`src/rtl/startup_screen_text_if.sv`:
```
// Raster-coordinate, key and overlay-result signals shared by the start screen
// overlay and its driver.
interface startup_screen_text_if;
    logic [9:0] pixel_x;
    logic [9:0] pixel_y;
    logic       key_pressed;
    logic       restart;
    logic       in_text;
    logic       in_title;
    logic       in_prompt;
    logic       ready;
    logic       start_pulse;

    modport master (
        output pixel_x, pixel_y, key_pressed, restart,
        input  in_text, in_title, in_prompt, ready, start_pulse
    );

    modport slave (
        input  pixel_x, pixel_y, key_pressed, restart,
        output in_text, in_title, in_prompt, ready, start_pulse
    );
endinterface

```
`src/rtl/startup_screen_text.sv`:
```
// Animated start screen overlay: a title that slides down to its rest row, a
// blinking prompt, and a one-cycle start pulse on the first key press.

// Renders a fixed string of 6x8 glyph cells at (x_pos, y_pos); pixel_on is registered.
module string_display #(
    parameter int unsigned          LEN     = 4,
    parameter int unsigned          SCALE   = 8,
    parameter int unsigned          KERNING = 0,
    parameter logic [8*LEN-1:0]     TEXT    = "PONG"
) (
    input  logic       clk,
    input  logic       reset,
    input  logic [9:0] pixel_x,
    input  logic [9:0] pixel_y,
    input  logic [9:0] x_pos,
    input  logic [9:0] y_pos,
    output logic       pixel_on
);
    localparam int unsigned CELL_W  = 6 * SCALE + KERNING;
    localparam int unsigned SPAN_W  = LEN * CELL_W;
    localparam int unsigned GLYPH_W = 6 * SCALE;
    localparam int unsigned GLYPH_H = 8 * SCALE;

    // Row-major 6x8 bitmap, bit 47 is the top-left pixel; unknown characters are blank.
    function automatic logic [47:0] glyph(input logic [7:0] ch);
        case (ch)
            "P": glyph = {6'b111100, 6'b100010, 6'b100010, 6'b111100, 6'b100000, 6'b100000, 6'b100000, 6'b000000};
            "O": glyph = {6'b011100, 6'b100010, 6'b100010, 6'b100010, 6'b100010, 6'b100010, 6'b011100, 6'b000000};
            "N": glyph = {6'b100010, 6'b110010, 6'b101010, 6'b100110, 6'b100010, 6'b100010, 6'b100010, 6'b000000};
            "G": glyph = {6'b011100, 6'b100010, 6'b100000, 6'b101110, 6'b100010, 6'b100010, 6'b011110, 6'b000000};
            "r": glyph = {6'b000000, 6'b000000, 6'b101100, 6'b110010, 6'b100000, 6'b100000, 6'b100000, 6'b000000};
            "e": glyph = {6'b000000, 6'b000000, 6'b011100, 6'b100010, 6'b111110, 6'b100000, 6'b011100, 6'b000000};
            "s": glyph = {6'b000000, 6'b000000, 6'b011110, 6'b100000, 6'b011100, 6'b000010, 6'b111100, 6'b000000};
            "a": glyph = {6'b000000, 6'b000000, 6'b011100, 6'b000010, 6'b011110, 6'b100010, 6'b011110, 6'b000000};
            "n": glyph = {6'b000000, 6'b000000, 6'b101100, 6'b110010, 6'b100010, 6'b100010, 6'b100010, 6'b000000};
            "y": glyph = {6'b000000, 6'b000000, 6'b100010, 6'b100010, 6'b011110, 6'b000010, 6'b011100, 6'b000000};
            "k": glyph = {6'b100000, 6'b100000, 6'b100100, 6'b101000, 6'b110000, 6'b101000, 6'b100100, 6'b000000};
            "t": glyph = {6'b010000, 6'b010000, 6'b111000, 6'b010000, 6'b010000, 6'b010010, 6'b001100, 6'b000000};
            "o": glyph = {6'b000000, 6'b000000, 6'b011100, 6'b100010, 6'b100010, 6'b100010, 6'b011100, 6'b000000};
            default: glyph = 48'd0;
        endcase
    endfunction

    logic [10:0] dx;
    logic [10:0] dy;
    logic [10:0] char_idx;
    logic [10:0] col_in;
    logic [2:0]  col3;
    logic [2:0]  row3;
    logic [2:0]  row_inv;
    logic [5:0]  shift;
    logic [7:0]  ch;
    logic [47:0] bits;
    logic [5:0]  row_bits;
    logic        in_box;
    logic        hit;

    always_comb begin
        dx       = {1'b0, pixel_x} - {1'b0, x_pos};
        dy       = {1'b0, pixel_y} - {1'b0, y_pos};
        in_box   = (pixel_x >= x_pos) && (pixel_y >= y_pos)
                   && (dx < 11'(SPAN_W)) && (dy < 11'(GLYPH_H));
        char_idx = dx / 11'(CELL_W);
        col_in   = dx - char_idx * 11'(CELL_W);
        col3     = 3'(col_in / 11'(SCALE));
        row3     = 3'(dy / 11'(SCALE));
        ch       = 8'h20;
        for (int i = 0; i < int'(LEN); i++) begin
            if (char_idx == 11'(i)) ch = TEXT[8*(int'(LEN)-1-i) +: 8];
        end
        bits     = glyph(ch);
        row_inv  = 3'd7 - row3;
        shift    = {1'b0, row_inv, 2'b00} + {2'b00, row_inv, 1'b0};
        row_bits = 6'(bits >> shift);
        // Columns past the glyph body fall into the kerning gap.
        hit      = in_box && (col_in < 11'(GLYPH_W)) && (|(row_bits & (6'b100000 >> col3)));
    end

    always_ff @(posedge clk or posedge reset) begin
        if (reset) pixel_on <= 1'b0;
        else       pixel_on <= hit;
    end
endmodule

module startup_screen_text #(
    parameter int unsigned              KERNING      = 0,
    parameter int unsigned              TITLE_SCALE  = 8,
    parameter int unsigned              PROMPT_SCALE = 3,
    parameter int unsigned              TITLE_LEN    = 4,
    parameter logic [8*TITLE_LEN-1:0]   TITLE_TEXT   = "PONG",
    parameter int unsigned              PROMPT_LEN   = 22,
    parameter logic [8*PROMPT_LEN-1:0]  PROMPT_TEXT  = "Press any key to start",
    parameter int unsigned              TITLE_Y      = 99,
    parameter int unsigned              GAP          = 20,
    parameter int unsigned              SLIDE_STEP   = 4,
    parameter int unsigned              BLINK_FRAMES = 30,
    parameter int unsigned              ANIMATE      = 1
) (
    input  logic                  clk_0,
    input  logic                  rst,
    startup_screen_text_if.slave  bus
);
    localparam int unsigned TITLE_W  = TITLE_LEN * 6 * TITLE_SCALE + (TITLE_LEN - 1) * KERNING;
    localparam int unsigned PROMPT_W = PROMPT_LEN * 6 * PROMPT_SCALE + (PROMPT_LEN - 1) * KERNING;
    localparam int unsigned TITLE_X  = 320 - TITLE_W / 2;
    localparam int unsigned PROMPT_X = 320 - PROMPT_W / 2;
    localparam int unsigned PROMPT_Y = TITLE_Y + 8 * TITLE_SCALE + GAP - 1;
    localparam int unsigned CNT_W    = (BLINK_FRAMES > 1) ? $clog2(BLINK_FRAMES) : 1;

    typedef enum logic [1:0] {SLIDE, HOLD, DONE} state_t;

    localparam state_t     RST_STATE      = (ANIMATE != 0) ? SLIDE : HOLD;
    localparam logic [9:0] TITLE_REST     = 10'(TITLE_Y);
    localparam logic [9:0] TITLE_Y_RST    = (ANIMATE != 0) ? 10'd0 : TITLE_REST;
    localparam logic       PROMPT_VIS_RST = (ANIMATE == 0);
    localparam logic [CNT_W-1:0] BLINK_LAST = CNT_W'(BLINK_FRAMES - 1);

    state_t           state, state_next;
    logic [9:0]       title_y, title_y_next;
    logic [CNT_W-1:0] blink_cnt, blink_cnt_next;
    logic             prompt_vis, prompt_vis_next;
    logic             pulse_next;
    logic             key_q;
    logic             zero_q;
    logic             zero_now;
    logic             frame_tick;
    logic             key_rise;
    logic             title_on;
    logic             prompt_on;
    logic             title_hit;
    logic             prompt_hit;
    logic             text_hit;
    logic             ready_flag;
    logic             pulse;

    string_display #(
        .LEN(TITLE_LEN), .SCALE(TITLE_SCALE), .KERNING(KERNING), .TEXT(TITLE_TEXT)
    ) u_title (
        .clk(clk_0), .reset(!rst),
        .pixel_x(bus.pixel_x), .pixel_y(bus.pixel_y),
        .x_pos(10'(TITLE_X)), .y_pos(title_y),
        .pixel_on(title_on)
    );

    string_display #(
        .LEN(PROMPT_LEN), .SCALE(PROMPT_SCALE), .KERNING(KERNING), .TEXT(PROMPT_TEXT)
    ) u_prompt (
        .clk(clk_0), .reset(!rst),
        .pixel_x(bus.pixel_x), .pixel_y(bus.pixel_y),
        .x_pos(10'(PROMPT_X)), .y_pos(10'(PROMPT_Y)),
        .pixel_on(prompt_on)
    );

    assign zero_now   = (bus.pixel_x == 10'd0) && (bus.pixel_y == 10'd0);
    assign frame_tick = zero_now && !zero_q;
    assign key_rise   = bus.key_pressed && !key_q;

    // Next-state logic: restart beats key edges, key edges beat frame ticks.
    always_comb begin
        state_next      = state;
        title_y_next    = title_y;
        blink_cnt_next  = blink_cnt;
        prompt_vis_next = prompt_vis;
        pulse_next      = 1'b0;
        if (bus.restart) begin
            state_next      = RST_STATE;
            title_y_next    = TITLE_Y_RST;
            blink_cnt_next  = '0;
            prompt_vis_next = PROMPT_VIS_RST;
        end else begin
            case (state)
                SLIDE: begin
                    if (key_rise || (frame_tick &&
                        ({1'b0, title_y} + 11'(SLIDE_STEP) >= 11'(TITLE_Y)))) begin
                        state_next      = HOLD;
                        title_y_next    = TITLE_REST;
                        blink_cnt_next  = '0;
                        prompt_vis_next = 1'b1;
                    end else if (frame_tick) begin
                        title_y_next = title_y + 10'(SLIDE_STEP);
                    end
                end
                HOLD: begin
                    if (key_rise) begin
                        state_next = DONE;
                        pulse_next = 1'b1;
                    end else if (frame_tick) begin
                        if (blink_cnt == BLINK_LAST) begin
                            blink_cnt_next  = '0;
                            prompt_vis_next = !prompt_vis;
                        end else begin
                            blink_cnt_next = blink_cnt + CNT_W'(1);
                        end
                    end
                end
                default: ;
            endcase
        end
    end

    always_ff @(posedge clk_0 or negedge rst) begin
        if (!rst) begin
            state      <= RST_STATE;
            title_y    <= TITLE_Y_RST;
            blink_cnt  <= '0;
            prompt_vis <= PROMPT_VIS_RST;
            key_q      <= 1'b1;
            zero_q     <= 1'b0;
            ready_flag <= (RST_STATE == HOLD);
            pulse      <= 1'b0;
            title_hit  <= 1'b0;
            prompt_hit <= 1'b0;
            text_hit   <= 1'b0;
        end else begin
            state      <= state_next;
            title_y    <= title_y_next;
            blink_cnt  <= blink_cnt_next;
            prompt_vis <= prompt_vis_next;
            key_q      <= bus.key_pressed;
            zero_q     <= zero_now;
            ready_flag <= (state_next == HOLD);
            pulse      <= pulse_next;
            // Overlay gating uses the state seen in the same cycle as the glyph hit.
            title_hit  <= title_on && (state != DONE);
            prompt_hit <= prompt_on && (state == HOLD) && prompt_vis;
            text_hit   <= (title_on && (state != DONE)) || (prompt_on && (state == HOLD) && prompt_vis);
        end
    end

    assign bus.in_title    = title_hit;
    assign bus.in_prompt   = prompt_hit;
    assign bus.in_text     = text_hit;
    assign bus.ready       = ready_flag;
    assign bus.start_pulse = pulse;
endmodule

```
`src/flat_wrapper.sv`:
```
// flat-port wrapper written by rule: the top's interface ports become plain ports
module startup_screen_text_flat 
#(
    parameter int unsigned              KERNING      = 0,
    parameter int unsigned              TITLE_SCALE  = 8,
    parameter int unsigned              PROMPT_SCALE = 3,
    parameter int unsigned              TITLE_LEN    = 4,
    parameter logic [8*TITLE_LEN-1:0]   TITLE_TEXT   = "    ",
    parameter int unsigned              PROMPT_LEN   = 22,
    parameter logic [8*PROMPT_LEN-1:0]  PROMPT_TEXT  = "                      ",
    parameter int unsigned              TITLE_Y      = 99,
    parameter int unsigned              GAP          = 20,
    parameter int unsigned              SLIDE_STEP   = 4,
    parameter int unsigned              BLINK_FRAMES = 30,
    parameter int unsigned              ANIMATE      = 1
)
  (clk_0, rst, bus_pixel_x, bus_pixel_y, bus_key_pressed, bus_restart, bus_in_text, bus_in_title, bus_in_prompt, bus_ready, bus_start_pulse);
  startup_screen_text_if bus_i ();
  input  logic clk_0;
  input  logic rst;
  input wire logic [$bits(bus_i.pixel_x)-1:0] bus_pixel_x;
  input wire logic [$bits(bus_i.pixel_y)-1:0] bus_pixel_y;
  input wire logic [$bits(bus_i.key_pressed)-1:0] bus_key_pressed;
  input wire logic [$bits(bus_i.restart)-1:0] bus_restart;
  output wire logic [$bits(bus_i.in_text)-1:0] bus_in_text;
  output wire logic [$bits(bus_i.in_title)-1:0] bus_in_title;
  output wire logic [$bits(bus_i.in_prompt)-1:0] bus_in_prompt;
  output wire logic [$bits(bus_i.ready)-1:0] bus_ready;
  output wire logic [$bits(bus_i.start_pulse)-1:0] bus_start_pulse;
  assign bus_i.pixel_x = bus_pixel_x;
  assign bus_i.pixel_y = bus_pixel_y;
  assign bus_i.key_pressed = bus_key_pressed;
  assign bus_i.restart = bus_restart;
  assign bus_in_text = bus_i.in_text;
  assign bus_in_title = bus_i.in_title;
  assign bus_in_prompt = bus_i.in_prompt;
  assign bus_ready = bus_i.ready;
  assign bus_start_pulse = bus_i.start_pulse;
  startup_screen_text #(.KERNING(KERNING), .TITLE_SCALE(TITLE_SCALE), .PROMPT_SCALE(PROMPT_SCALE), .TITLE_LEN(TITLE_LEN), .TITLE_TEXT(TITLE_TEXT), .PROMPT_LEN(PROMPT_LEN), .PROMPT_TEXT(PROMPT_TEXT), .TITLE_Y(TITLE_Y), .GAP(GAP), .SLIDE_STEP(SLIDE_STEP), .BLINK_FRAMES(BLINK_FRAMES), .ANIMATE(ANIMATE)) u_core (.clk_0(clk_0), .rst(rst), .bus(bus_i));
endmodule
```
`config.mk`:
```
export PLATFORM = sky130hd
export DESIGN_NAME = startup_screen_text_flat
export DESIGN_NICKNAME = d
export VERILOG_FILES = /design/src/rtl/startup_screen_text_if.sv /design/src/rtl/startup_screen_text.sv /design/src/flat_wrapper.sv
export SDC_FILE = /design/constraint.sdc
export NUM_CORES = 1
export LEC_CHECK = 0
export CORE_AREA = 5 5 55 57
export CTS_CLUSTER_SIZE = 30
export DETAILED_ROUTE_END_ITERATION = 10
export DIE_AREA = 0 0 60 62
export PLACE_DENSITY = 0.64
export SLEW_MARGIN = 10
export SYNTH_ARGS = -nofsm -noshare
export SYNTH_HDL_FRONTEND = slang
export SYNTH_SLANG_ARGS = --single-unit
```
`constraint.sdc`:
```
create_clock -name clk_0 -period 2.45 [get_ports clk_0]
set_input_delay 0.49 -clock clk_0 [delete_from_list [all_inputs] [get_ports clk_0]]
set_output_delay 0.49 -clock clk_0 [all_outputs]
set_load 0.005 [all_outputs]
```
==> impl_metrics.toml <==
[cells_and_area]
utilization_pct = 50.10
diodes = 0
mostFrequentLayoutCells = "25 x clkdlybuf4s50_1, 14 x dfrtp_1, 6 x nand3_1"
area_delta_synth_final_pct = 31.44
drive_gt1_share_pct = 12.30
nets = 148
final_common_cell = "clkdlybuf4s50_1"
nFillCells = 229
multi_input_comb_area_um2 = 501.7
final-seq-area_um2 = 376.6

[floorplan]
core_area_um2 = 2432
io_pins = 29
start_util_pct = 38.12
rows = 18
dieHeight_um = 62
die_area_um2 = 3720
die_w_um = 60

[detailed_routing]
drtPass1Iterations = 4
routed_wl_um = 2208
antenna_left = 0
viasPerCell = 5.684
drc = 0
wire_per_inst_um = 14.53
drt_iter0_drc = 17
dr_total_vias = 864

[global_routing]
overflow = 0
track_usage_pct = 13.71
antenna_found_initial = 0
grt_max_degree = 16
grt_pass1_vias = 889
grt_pass1_wl_um = 3836

[clocking]
post_cts_buffers = 0
clk_pin_slew_ps = 90
cts_max_level = 1
clkSinkCount = 15
ctsResizeCount = 0
cts_hold_buf = 0
cts_buffer_depth = 2
cts_tree = "built"
root_buffer = "clkbuf_4"
clk_latency_ps = 280
cts_buffers = 3

[place]
portBuffers = 25
hpwl_um = 1766
gp_congestion = 0.8148

[critical_path]
path_cells = "ha_1 > nand4bb_1 > a41o_1 > o21a_1 > or4_1 > a21oi_1"
required_ps = 2660
crit_type = "register to register"
crit_arrival_ps = 2400
slowest_delay_ps = 470
cp-start-kind = "register"
end_kind = "register"
worst-r2r-setup-slack_ps = 260
cp_max_fo = 8
slowest_stage = "dfrtp_1"

[sta]
slew_violations = 0
fin_setup_tns_ps = 0
hold_viol = 0
maxSlewHeadroom_pct = 53.61
fmaxAchievable_ghz = 0.4567
fin_crit_ps = 2189
tightestPinTransition_ps = 693.7
post-route-period-util_pct = 89.37
setup_violations = 0
finalHoldWorstSlack_ps = 531.2
finClkSkew_ps = 4.957
rsz0062_at_grt = "false"

[synthesis]
yosys_register_bits = 15
syn_inst = 95
yosysWarnings = 0
mappedNetlistArea_um2 = 927.1
synth_edf_count = 0
ys.flop_type = "dfrtp_1"
async_flop_share_pct = 100.0
netlist-cell-type-count = 42
ys_seq_area_share_pct = 40.62
syn_avg_cell_area_um2 = 9.759

[job]
drv_cap = 0

[power_and_ir_drop]
swShare_pct = 24.50
internal_power_mw = 0.3688
clkPwrFrac_pct = 28.7
pwr-share-comb_pct = 18.0
p_per_area_nw_per_um2 = 400.8
leakage_nw = 0.4900
max-vdd-ir-drop_mv = 0.3866
p_sw_mw = 0.1197
power.share.sequential_pct = 53.3

[status]
status = "complete, no violations"

[worst_hold_path]
hold_path_class = "register to register"
[synth_stat cells (3+ instances only)]
library cell	n	area [um^2]
a21oi_1	5	25.02
nand2_1	5	18.77
nand3_1	6	30.03
buf_4	4	30.03
nand4_1	4	25.02
inv_1	3	11.26
nor4_2	5	62.56
nor2_1	5	18.77
and3_1	3	18.77
o21a_1	3	22.52
dfrtp_1	14	350.3
[critical path, delay by kind of cell, from the launching register on]
kind            cells  cell delay (ps)
simple gates        2              650
flops               1              470
compound gates      3              610
fa+ha+maj           1              390
[path summary, 6_finish.rpt]
path | start | end | depth (start not counted)
min in group asynchronous | rst | u_core.bus.ready$_DFF_PN0_ | 1
max in group asynchronous | rst | u_core.title_y[6]$_DFFE_PN0P_ | 1
worst max-delay path | u_core.title_y[2]$_DFFE_PN0P_ | u_core.title_y[2]$_DFFE_PN0P_ | 6
worst min-delay path | u_core.title_y[9]$_DFFE_PN0P_ | u_core.title_y[9]$_DFFE_PN0P_ | 1
worst max register to register | u_core.title_y[2]$_DFFE_PN0P_ | u_core.title_y[2]$_DFFE_PN0P_ | 6
worst min register to register | u_core.title_y[9]$_DFFE_PN0P_ | u_core.title_y[9]$_DFFE_PN0P_ | 1
[cell families (layout without fill, tap and decap cells)]
kind of cell	Yosys count	after routing	synth area share, %
fa+ha+maj	1	1	1.349
other cells	1	3	0.4045
simple gates	43	43	31.98
xor+xnor	1	1	0.9448
compound gates	25	25	18.62
buf+inv	9	34	6.072
flops	15	15	40.62
[through the flow]
stage,worst slack [ps],cell area [um^2],power (mW),cells
floorplan,438.4,934.6,0.3017,97
global placement,137.6,1192,0.3508,148
detailed placement,65.26,1192,0.3531,148
CTS,267.8,1219,0.4939,152
global route,77.58,1219,0.5122,152
finish,260.5,1219,0.4884,152
[per-layer routing]
metal  vias up  track usage, %  share of wire [%]
met2        22           24.38                 53
met3         5           1.860                3.2
met4         0           4.747                1.2
met5         -               0                  0
met1       427           17.05                 43
li1        410               -                  -
[state kept, by name, summed over array words and instances (netlist names)]
| signal | count |
|---|---|
| u_core.bus.ready | 1 |
| u_core.bus.start_pulse | 1 |
| u_core.key_q | 1 |
| u_core.state | 2 |
| u_core.title_y | 9 |
| u_core.zero_q | 1 |
[cell type report]
type	instances	share of cell area [%]
Clock buffer	4	2.156
Timing Repair Buffer	27	21.77
Multi-Input combinational cell	73	41.17
Sequential cell	15	30.90
Tap cell	30	3.080
Inverter	3	0.9240
[power groups by stage]
stage                     Combinational [mW]  Clock [mW]  Sequential, mW
after floorplan                       0.0383           0           0.263
after global placement                0.0859           0           0.265
after detailed placement              0.0880           0           0.265
after CTS                             0.0883       0.145           0.260
after global routing                  0.0970       0.154           0.261
final                                 0.0879       0.140           0.260
Power figures use the tool's default switching activity.
